[config.mk]
export PLATFORM = sky130hd
export DESIGN_NAME = bus_control_logic_flat
export DESIGN_NICKNAME = d
export VERILOG_FILES = /design/src/rtl/bus_control_logic_if.sv /design/src/rtl/bus_control_logic.sv /design/src/flat_wrapper.sv
export SDC_FILE = /design/constraint.sdc
export NUM_CORES = 1
export LEC_CHECK = 0
export CAP_MARGIN = 20
export CORE_ASPECT_RATIO = 1.4
export CORE_MARGIN = 2
export CORE_UTILIZATION = 30
export DETAILED_ROUTE_END_ITERATION = 10
export SYNTH_ARGS = -nofsm -noshare
export SYNTH_HDL_FRONTEND = slang
export SYNTH_SLANG_ARGS = --single-unit
[constraint.sdc]
create_clock -name clk -period 2.6 [get_ports clk]
set_input_delay 0.78 -clock clk [delete_from_list [all_inputs] [get_ports clk]]
set_output_delay 0.78 -clock clk [all_outputs]
set_load 0.01 [all_outputs]
[src/rtl/bus_control_logic_if.sv]
// rtl/bus_control_logic_if.sv - CPU-side pin bundle of the 8259A bus front end
interface bus_control_logic_if;
  logic       chip_select_n;
  logic       write_enable_n;
  logic       read_enable_n;
  logic       address;
  logic [7:0] data_bus_in;
  logic [7:0] internal_data_bus;
  logic       ICW_1;
  logic       ICW_2_4;
  logic       OCW_1;
  logic       OCW_2;
  logic       OCW_3;
  logic       read;
  logic       init_busy;

  modport master (
    output chip_select_n, write_enable_n, read_enable_n, address, data_bus_in,
    input  internal_data_bus, ICW_1, ICW_2_4, OCW_1, OCW_2, OCW_3, read, init_busy
  );

  modport slave (
    input  chip_select_n, write_enable_n, read_enable_n, address, data_bus_in,
    output internal_data_bus, ICW_1, ICW_2_4, OCW_1, OCW_2, OCW_3, read, init_busy
  );
endinterface

[src/rtl/bus_control_logic.sv]
// rtl/bus_control_logic.sv - 8259A write decode and ICW sequencer; BUS_CTRL_SYNC_EN adds pin synchronizers
module bus_control_logic (
  input  logic               clk,
  input  logic               reset_n,
  bus_control_logic_if.slave bus
);

  typedef enum logic [1:0] {SEQ_READY, SEQ_ICW2, SEQ_ICW3, SEQ_ICW4} seq_state_t;

  logic       cs_n_in, wr_n_in, rd_n_in, a0_in;
  logic [7:0] data_in;

`ifdef BUS_CTRL_SYNC_EN
  logic [1:0] cs_sync_q, cs_sync_d, wr_sync_q, wr_sync_d;
  logic [1:0] rd_sync_q, rd_sync_d, a0_sync_q, a0_sync_d;
  logic [7:0] data_dly0_q, data_dly0_d, data_dly1_q, data_dly1_d;

  always_comb begin
    cs_sync_d   = {cs_sync_q[0], bus.chip_select_n};
    wr_sync_d   = {wr_sync_q[0], bus.write_enable_n};
    rd_sync_d   = {rd_sync_q[0], bus.read_enable_n};
    a0_sync_d   = {a0_sync_q[0], bus.address};
    data_dly0_d = bus.data_bus_in;
    data_dly1_d = data_dly0_q;
  end

  // Strobes reset to their inactive (high) level; data is only delayed to stay aligned with wr_act.
  always_ff @(posedge clk or negedge reset_n) begin
    if (!reset_n) begin
      cs_sync_q   <= 2'b11;
      wr_sync_q   <= 2'b11;
      rd_sync_q   <= 2'b11;
      a0_sync_q   <= 2'b00;
      data_dly0_q <= 8'h00;
      data_dly1_q <= 8'h00;
    end else begin
      cs_sync_q   <= cs_sync_d;
      wr_sync_q   <= wr_sync_d;
      rd_sync_q   <= rd_sync_d;
      a0_sync_q   <= a0_sync_d;
      data_dly0_q <= data_dly0_d;
      data_dly1_q <= data_dly1_d;
    end
  end

  assign cs_n_in = cs_sync_q[1];
  assign wr_n_in = wr_sync_q[1];
  assign rd_n_in = rd_sync_q[1];
  assign a0_in   = a0_sync_q[1];
  assign data_in = data_dly1_q;
`else
  assign cs_n_in = bus.chip_select_n;
  assign wr_n_in = bus.write_enable_n;
  assign rd_n_in = bus.read_enable_n;
  assign a0_in   = bus.address;
  assign data_in = bus.data_bus_in;
`endif

  logic       wr_act_q, wr_act_d, wr_prev_q, wr_prev_d;
  logic       read_q, read_d;
  logic       a0_s1_q, a0_s1_d, hold_a0_q, hold_a0_d;
  logic [7:0] data_s1_q, data_s1_d, hold_data_q, hold_data_d;
  logic       icw_1_q, icw_1_d, icw_2_4_q, icw_2_4_d;
  logic       ocw_1_q, ocw_1_d, ocw_2_q, ocw_2_d, ocw_3_q, ocw_3_d;
  logic [7:0] bus_q, bus_d;
  logic       sngl_q, sngl_d, ic4_q, ic4_d;
  seq_state_t state_q, state_d;
  logic       complete;

  always_comb begin
    wr_act_d    = ~cs_n_in & ~wr_n_in;
    // A concurrent write masks the read level.
    read_d      = ~cs_n_in & ~rd_n_in & ~wr_act_d;
    wr_prev_d   = wr_act_q;
    a0_s1_d     = a0_in;
    data_s1_d   = data_in;
    hold_a0_d   = wr_act_q ? a0_s1_q   : hold_a0_q;
    hold_data_d = wr_act_q ? data_s1_q : hold_data_q;
    complete    = wr_prev_q & ~wr_act_q;

    icw_1_d   = 1'b0;
    icw_2_4_d = 1'b0;
    ocw_1_d   = 1'b0;
    ocw_2_d   = 1'b0;
    ocw_3_d   = 1'b0;
    bus_d     = bus_q;
    sngl_d    = sngl_q;
    ic4_d     = ic4_q;
    state_d   = state_q;

    if (complete) begin
      bus_d = hold_data_q;
      if (!hold_a0_q) begin
        if (hold_data_q[4]) begin
          icw_1_d = 1'b1;
          sngl_d  = hold_data_q[1];
          ic4_d   = hold_data_q[0];
          state_d = SEQ_ICW2;
        end else if (hold_data_q[3]) begin
          ocw_3_d = 1'b1;
        end else begin
          ocw_2_d = 1'b1;
        end
      end else if (state_q == SEQ_READY) begin
        ocw_1_d = 1'b1;
      end else begin
        icw_2_4_d = 1'b1;
        case (state_q)
          SEQ_ICW2: state_d = !sngl_q ? SEQ_ICW3 : (ic4_q ? SEQ_ICW4 : SEQ_READY);
          SEQ_ICW3: state_d = ic4_q ? SEQ_ICW4 : SEQ_READY;
          default:  state_d = SEQ_READY;
        endcase
      end
    end
  end

  always_ff @(posedge clk or negedge reset_n) begin
    if (!reset_n) begin
      wr_act_q    <= 1'b0;
      wr_prev_q   <= 1'b0;
      read_q      <= 1'b0;
      a0_s1_q     <= 1'b0;
      data_s1_q   <= 8'h00;
      hold_a0_q   <= 1'b0;
      hold_data_q <= 8'h00;
      icw_1_q     <= 1'b0;
      icw_2_4_q   <= 1'b0;
      ocw_1_q     <= 1'b0;
      ocw_2_q     <= 1'b0;
      ocw_3_q     <= 1'b0;
      bus_q       <= 8'h00;
      sngl_q      <= 1'b0;
      ic4_q       <= 1'b0;
      state_q     <= SEQ_READY;
    end else begin
      wr_act_q    <= wr_act_d;
      wr_prev_q   <= wr_prev_d;
      read_q      <= read_d;
      a0_s1_q     <= a0_s1_d;
      data_s1_q   <= data_s1_d;
      hold_a0_q   <= hold_a0_d;
      hold_data_q <= hold_data_d;
      icw_1_q     <= icw_1_d;
      icw_2_4_q   <= icw_2_4_d;
      ocw_1_q     <= ocw_1_d;
      ocw_2_q     <= ocw_2_d;
      ocw_3_q     <= ocw_3_d;
      bus_q       <= bus_d;
      sngl_q      <= sngl_d;
      ic4_q       <= ic4_d;
      state_q     <= state_d;
    end
  end

  assign bus.internal_data_bus = bus_q;
  assign bus.ICW_1             = icw_1_q;
  assign bus.ICW_2_4           = icw_2_4_q;
  assign bus.OCW_1             = ocw_1_q;
  assign bus.OCW_2             = ocw_2_q;
  assign bus.OCW_3             = ocw_3_q;
  assign bus.read              = read_q;
  assign bus.init_busy         = (state_q != SEQ_READY);

endmodule

[src/flat_wrapper.sv]
// flat-port wrapper written by rule: the top's interface ports become plain ports
module bus_control_logic_flat 
  (clk, reset_n, bus_chip_select_n, bus_write_enable_n, bus_read_enable_n, bus_address, bus_data_bus_in, bus_internal_data_bus, bus_ICW_1, bus_ICW_2_4, bus_OCW_1, bus_OCW_2, bus_OCW_3, bus_read, bus_init_busy);
  bus_control_logic_if bus_i ();
  input  logic clk;
  input  logic reset_n;
  input wire logic [$bits(bus_i.chip_select_n)-1:0] bus_chip_select_n;
  input wire logic [$bits(bus_i.write_enable_n)-1:0] bus_write_enable_n;
  input wire logic [$bits(bus_i.read_enable_n)-1:0] bus_read_enable_n;
  input wire logic [$bits(bus_i.address)-1:0] bus_address;
  input wire logic [$bits(bus_i.data_bus_in)-1:0] bus_data_bus_in;
  output wire logic [$bits(bus_i.internal_data_bus)-1:0] bus_internal_data_bus;
  output wire logic [$bits(bus_i.ICW_1)-1:0] bus_ICW_1;
  output wire logic [$bits(bus_i.ICW_2_4)-1:0] bus_ICW_2_4;
  output wire logic [$bits(bus_i.OCW_1)-1:0] bus_OCW_1;
  output wire logic [$bits(bus_i.OCW_2)-1:0] bus_OCW_2;
  output wire logic [$bits(bus_i.OCW_3)-1:0] bus_OCW_3;
  output wire logic [$bits(bus_i.read)-1:0] bus_read;
  output wire logic [$bits(bus_i.init_busy)-1:0] bus_init_busy;
  assign bus_i.chip_select_n = bus_chip_select_n;
  assign bus_i.write_enable_n = bus_write_enable_n;
  assign bus_i.read_enable_n = bus_read_enable_n;
  assign bus_i.address = bus_address;
  assign bus_i.data_bus_in = bus_data_bus_in;
  assign bus_internal_data_bus = bus_i.internal_data_bus;
  assign bus_ICW_1 = bus_i.ICW_1;
  assign bus_ICW_2_4 = bus_i.ICW_2_4;
  assign bus_OCW_1 = bus_i.OCW_1;
  assign bus_OCW_2 = bus_i.OCW_2;
  assign bus_OCW_3 = bus_i.OCW_3;
  assign bus_read = bus_i.read;
  assign bus_init_busy = bus_i.init_busy;
  bus_control_logic u_core (.clk(clk), .reset_n(reset_n), .bus(bus_i));
endmodule
== Word level (Yosys, flattened, before mapping) ==
Index checks and enable logic that the tools add are counted.

* Register bits: 38
* Logic and storage cells: 57

* Eq/ne operators: 3
* Muxes and demuxes: 23
* Bitwise logic cells: 10
* Reduce and logical (&&, ||, !) cells: 5

{| class="wikitable"
|+ Operators with widths
! operator !! count
|-
| $mux 1 || 17
|-
| $mux 2 || 5
|-
| $not 1->1 || 6
|-
| $reduce_and 3->1 || 2
|-
| $and 1x1->1 || 4
|-
| $pmux 2 s2 || 1
|-
| $reduce_bool 2->1 || 2
|-
| $eq 2x1->1 const B || 1
|-
| $eq 2x2->1 const B || 1
|-
| $logic_not 2->1 || 1
|-
| $ne 2x2->1 const B || 1
|}

== Longest topological paths before layout ==
Gate-level depths: netlist of run 1.

* Word-level depth: 5
* Depth in mapped cells: 5
* Mapped depth without buffers: 5

== Worst setup path after synthesis of run 1 ==
No wires, ideal clock.

* Path type: register -> output
* From: register u_core.state_q[0]
* To: output bus_init_busy
* Arrival: 710 ps
* Setup slack: 1110 ps
* Stages on the path, launching flop included: 4
* Path buffers: 0
* Cells stage by stage: dfrtp_1 inv_1 ha_1 inv_1

* Word-level cells in the longest chain between the ends: 1

{| class="wikitable"
|+ Ends and longest elaborated chain
! item !! RTL line !! source
|-
| start, declared || bus_control_logic.sv:67 || <nowiki>seq_state_t state_q, state_d;</nowiki>
|-
| start signal, assigned || bus_control_logic.sv:151 || <nowiki>state_q <= state_d;</nowiki>
|-
| $reduce_bool 2->1 || bus_control_logic.sv:162 || <nowiki>assign bus.init_busy = (state_q != SEQ_READY);</nowiki>
|-
| end, declared || flat_wrapper.sv:19 || <nowiki>output wire logic [$bits(bus_i.init_busy)-1:0] bus_init_busy;</nowiki>
|}

Every way passes these cells.

== Final worst setup path of run 1 ==
Ends and elaborated chain as after synthesis.

==> results of run 1 <==
[metal layers]
| metal | up-vias | wire length, µm | GRT usage (%) | part of all wire (%) |
|---|---|---|---|---|
| met4 | 0 | 108 | 8.89 | 4.6 |
| met1 | 423 | 961 | 12.4 | 41 |
| met5 | - | 0 | 0 | 0 |
| met3 | 9 | 105 | 3.10 | 4.4 |
| met2 | 24 | 1190 | 17.6 | 50 |
| li1 | 401 | - | - | - |
[state kept, by name (all words and copies together), names as in the netlist]
name                          flops
u_core.bus.OCW_3                  1
u_core.a0_s1_q                    1
u_core.bus.read                   1
u_core.hold_data_q                8
u_core.data_s1_q                  8
u_core.bus.ICW_1                  1
u_core.wr_act_q                   1
u_core.bus.ICW_2_4                1
u_core.wr_prev_q                  1
u_core.bus.OCW_1                  1
u_core.bus.internal_data_bus      8
u_core.ic4_q                      1
u_core.state_q                    2
u_core.hold_a0_q                  1
u_core.sngl_q                     1
u_core.bus.OCW_2                  1
[worst max-delay path: cells and delay by family, from the launching register on]
family	cells	cell delay, ps
flops	1	390
fa+ha+maj	1	240
buf+inv	3	660
[layout by cell type (no fill, tap or decap), drive strengths merged, types with 2 or more instances in the layout]
cell type,count
nand2,24
inv,4
nor3,2
and2,2
clkdlybuf4s50,27
dfrtp,38
ha,3
nor2b,4
o21ai,3
buf,2
clkbuf,7
mux2,10
[how the worst max path moves through the flow]
| stage | startpoint | endpoint | slack, ps |
|---|---|---|---|
| 2_1_floorplan | u_core.state_q[0]$_DFFE_PN0P_ | bus_init_busy | 1110 |
| 3_3_place_gp | u_core.state_q[0]$_DFFE_PN0P_ | bus_init_busy | 600 |
| 3_5_place_dp | u_core.state_q[0]$_DFFE_PN0P_ | bus_init_busy | 540 |
| 4_1_cts | u_core.state_q[0]$_DFFE_PN0P_ | bus_init_busy | 220 |
| 5_1_grt | u_core.state_q[0]$_DFFE_PN0P_ | bus_init_busy | 150 |
| 6_report | u_core.state_q[0]$_DFFE_PN0P_ | bus_init_busy | 230 |
[cells by family after synthesis]
family          Yosys count  synth area share (%)
mux                      10                  8.75
flops                    38                  69.3
compound gates            8                  3.92
simple gates             38                  12.9
fa+ha+maj                 3                  2.74
buf+inv                   7                  2.37
[through the flow]
step           hold slack, ps  worst slack (ps)  total power, µW
4_1_cts                   458               217             1480
3_3_place_gp              422               602             1040
5_1_grt                   477               153             1550
2_1_floorplan             399              1110              909
3_5_place_dp              443               542             1060
6_report                  450               229             1450
[power by group through the flow]
| stage | sequential, µW | clock [µW] | combinational, µW |
|---|---|---|---|
| 4_1_cts | 735 | 426 | 316 |
| 3_5_place_dp | 746 | 0 | 315 |
| 3_3_place_gp | 742 | 0 | 302 |
| 5_1_grt | 747 | 450 | 351 |
| 2_1_floorplan | 743 | 0 | 166 |
| 6_report | 734 | 408 | 309 |
[cell type report]
cell class	instances	share of cell area, %
Sequential cell	38	52.6
Multi-Input combinational cell	59	21.5
Timing Repair Buffer	29	15.7
Clock buffer	7	4.78
Tap cell	62	4.29
Inverter	4	0.831
Clock inverter	1	0.277
==> results.toml, run 1 <==
[sta]
report.final.slew_viol_count = 0
setup_viol = 0
layout_min_cycle_time_ps = 2370
hold_viol = 0
fmax_ghz = 0.422
rsz0062_at_grt = "false"
slew_headroom_pct = 46.2
fin_crit_sh_pct = 91.2
tightest_slew_ps = 806
fin_tns_setup_ps = 0
fin_skew_ps = 6.41

[global_routing]
grt_pass1_vias = 953
grt_pass1_wl_um = 4200
grt_use_total_pct = 11.3
antenna_found_initial = 0
grt_overflow = 0
grt_max_degree = 39

[place]
hpwl_um = 1680
place_inst = 192
gp_congestion = 0.672
dpl_cell_area_um2 = 1720
portBuffers = 28

[finish]
fin_cells = 200
fillers = 413
fin_nets = 154
final-seq-area_um2 = 951
syn2layout_area_growth_pct = 31.6
multi_input_area_um2 = 389
final_cell_area_um2 = 1810
antennaDiodeCount = 0
drive_gt1_share_pct = 10.1
final_util_pct = 40.5

[power_and_ir_drop]
power_per_cell_area_nw_per_um2 = 803
internal_power_uw = 1070
irDropWorstVdd_mv = 0.346
power_frac_clock_pct = 28.1
combPwrFrac_pct = 21.3
p_sw_uw = 383
leakage_uw = 0.000831
pwr-share-seq_pct = 50.6
switching_share_pct = 26.4

[synthesis]
syn_nets = 121
synth_area_um2 = 1370
ys_seq_elements = 38
ys_types = 26
yosysTopAreaCellShare_pct = 69.3
netlist_top_cells_count = "38 x dfrtp_1, 24 x nand2_1, 8 x mux2_1"
netlist_instances = 104
ys.warnings.count = 0
synthFlopType = "dfrtp_1"
synth_edf_count = 0
yosysTopAreaCell = "dfrtp_1"
postSynthAreaPerCell_um2 = 13.2
synth.yosys.seq_area_share_pct = 69.3
synthArstFlopShare_pct = 100
yosysMostFrequentCell = "dfrtp_1"
ys_top_cells_by_area = "dfrtp_1 69%, mux2_1 6.6%, nand2_1 6.6%, ha_1 2.7%, mux2_4 2.2%"

[floorplanning]
ios = 29
rows = 29
core_area_um2 = 4460
dieWidth_um = 61.2
fp.dieH_um = 84.0
dieArea_um2 = 5140
start_util_pct = 30.8

[drt]
drc = 0
first_pass_iters = 3
totalWireLength_um = 2370
ant_nets = 0
viasPerCell = 4.29
wl_per_cell_um = 11.8
vias = 857
drt_iter0_drc = 18

[cts]
cts_resized = 0
htreeDepth = 2
root_buffer = "clkbuf_8"
numCtsBuffers = 5
cts_setup_buffers = 0
cts_tree = "yes"
clock_sinks = 38
cts_hold_buf = 0
path_clk_slew_ps = 70
clkLatencyLatePin_ps = 290
clock_path_buffers = 2

[hold_path]
min_path_cells = 1
worst_hold_path_type = "reg -> reg"
min_from = "u_core.hold_data_q[3]$_DFFE_PN0P_"
whs_endpoint = "u_core.bus.OCW_2$_DFF_PN0_"

[worst_setup_path]
critPathSlowestCell = "clkdlybuf4s50_1"
worst_setup_path_end_kind = "output port"
max_stage_delay_ps = 520
required_ps = 1820
cp_cell_sequence = "inv_1 -> ha_1 -> inv_1 -> clkdlybuf4s50_1"
crit_type = "reg -> out"
rr_endpoint = "u_core.ic4_q$_DFFE_PN0P_"
path_common_cell = "inv_1"
worstReg2RegStart = "u_core.wr_act_q$_DFF_PN0_"
r2r_cells = 4
cp-start-kind = "flip-flop"
regToRegSetupSlack_ps = 1120
cp_max_fo = 4
crit_arrival_ps = 1590

[flow_run]
cap_violations = 0

[outcome]
status = "finished, final reports clean"
(Power assumes the default switching activity.)
==> inputs of run 2 (changes only) <==
==> constraint.sdc (replaced) <==
create_clock -name clk -period 2.9 [get_ports clk]
set_input_delay 0.87 -clock clk [delete_from_list [all_inputs] [get_ports clk]]
set_output_delay 0.87 -clock clk [all_outputs]
set_load 0.01 [all_outputs]
==> results.toml, run 2 (synthesized netlist as in run 1, its figures left out) <==
[place]
gp_congestion = 0.673
hpwl_um = 1640
portBuffers = 28

[floorplanning]
core_area_um2 = 4460
dieArea_um2 = 5140
start_util_pct = 30.8
fp.dieH_um = 84.0
dieWidth_um = 61.2
rows = 29
ios = 29

[worst_setup_path]
regToRegSetupSlack_ps = 1250
crit_type = "reg -> out"
path_buf_inv = 3
critPathSlowestCell = "clkdlybuf4s50_1"
cp_max_fo = 4
worst_setup_path_end_kind = "output port"
crit_arrival_ps = 1560
critPathTopFamily = "buffers and inverters"
max_stage_delay_ps = 520
cp_cell_sequence = "inv_1 -> ha_1 -> inv_1 -> clkdlybuf4s50_1"
path_common_cell = "inv_1"
cp-start-kind = "flip-flop"
required_ps = 2030

[global_routing]
grt_pass1_wl_um = 4130
grt_overflow = 0
grt_use_total_pct = 10.8
antenna_found_initial = 0
grt_max_degree = 39
grt_pass1_vias = 955

[finish]
fin_nets = 153
antennaDiodeCount = 0
final_common_cell = "dfrtp_1"
final-seq-area_um2 = 951
layout_common_cells = "38 x dfrtp_1, 27 x clkdlybuf4s50_1, 24 x nand2_1"
drive_gt1_share_pct = 8.09
multi_input_area_um2 = 389
syn2layout_area_growth_pct = 30.0
fillers = 434

[power_and_ir_drop]
leakage_uw = 0.000816
irDropWorstVdd_mv = 0.303
power_per_cell_area_nw_per_um2 = 707
finalPower_uw = 1260

[cts]
cts_setup_buffers = 0
clkLatencyLatePin_ps = 280
htreeDepth = 2
clock_sinks = 38
cts_resized = 0
path_clk_slew_ps = 70
numCtsBuffers = 5
clock_path_buffers = 2
root_buffer = "clkbuf_8"
cts_tree = "yes"
cts_hold_buf = 0

[drt]
vias = 844
wl_per_cell_um = 11.4
viasPerCell = 4.26
drc = 0
drt_iter0_drc = 14
totalWireLength_um = 2270
ant_nets = 0
first_pass_iters = 3

[outcome]
status = "finished, final reports clean"

[sta]
fmax_ghz = 0.412
report.final.slew_viol_count = 0
setup_viol = 0
layout_min_cycle_time_ps = 2430
fin_tns_setup_ps = 0
slew_headroom_pct = 45.6
rsz0062_at_grt = "false"
fin_crit_sh_pct = 83.6
fin_skew_ps = 6.31
hold_viol = 0
tightest_slew_ps = 816
holdWs_ps = 444

[hold_path]
worst_hold_path_type = "reg -> reg"

[flow_run]
cap_violations = 0
==> run 2: worst paths after layout <==
check / start / endpoint / cells after the start
worst max-delay path: u_core.state_q[0]$_DFFE_PN0P_ / bus_init_busy / 4
worst min-delay path: u_core.hold_data_q[3]$_DFFE_PN0P_ / u_core.bus.OCW_2$_DFF_PN0_ / 1
worst max register to register: u_core.wr_act_q$_DFF_PN0_ / u_core.ic4_q$_DFFE_PN0P_ / 3
worst min register to register: u_core.hold_data_q[3]$_DFFE_PN0P_ / u_core.bus.OCW_2$_DFF_PN0_ / 1
max in group asynchronous: reset_n / u_core.wr_prev_q$_DFF_PN0_ / 1
min in group asynchronous: reset_n / u_core.bus.internal_data_bus[0]$_DFFE_PN0P_ / 1
==> run 2: worst reg2reg max path, stage by stage (launching register included) <==
cell and delay, ps:
dfrtp_1 550, nor2b_2 450, and2_4 260, mux2_4 290
==> run 2: power breakdown <==
| part | internal, µW | switching, µW | total, µW |
|---|---|---|---|
| registers | 606 | 52.2 | 658 |
| logic | 159 | 116 | 275 |
| clock network | 165 | 163 | 328 |
==> run 2: metrics by stage <==
step	utilization (%)	instance area, µm²	setup slack (ps)	cells
after CTS	40.0	1780	448	198
final	40.0	1780	474	198
after global placement	38.3	1710	813	191
after global routing	40.0	1780	402	198
after floorplan	-	1370	1320	104
after detailed placement	38.3	1710	775	191
==> run 2: layer usage <==
| layer | track usage (%) | wire [µm] | vias up |
|---|---|---|---|
| met3 | 4.50 | 128 | 6 |
| met4 | 4.15 | 43 | 0 |
| li1 | - | - | 397 |
| met5 | 0 | 0 | - |
| met1 | 11.9 | 902 | 419 |
| met2 | 18.0 | 1190 | 22 |
==> run 2: layout make-up <==
| cell class | instances | share of cell area [%] |
|---|---|---|
| tap | 62 | 4.35 |
| clock buffer | 7 | 4.28 |
| multi-input combinational | 59 | 21.8 |
| timing repair buffer | 28 | 15.4 |
| inverter | 4 | 0.842 |
| sequential | 38 | 53.3 |
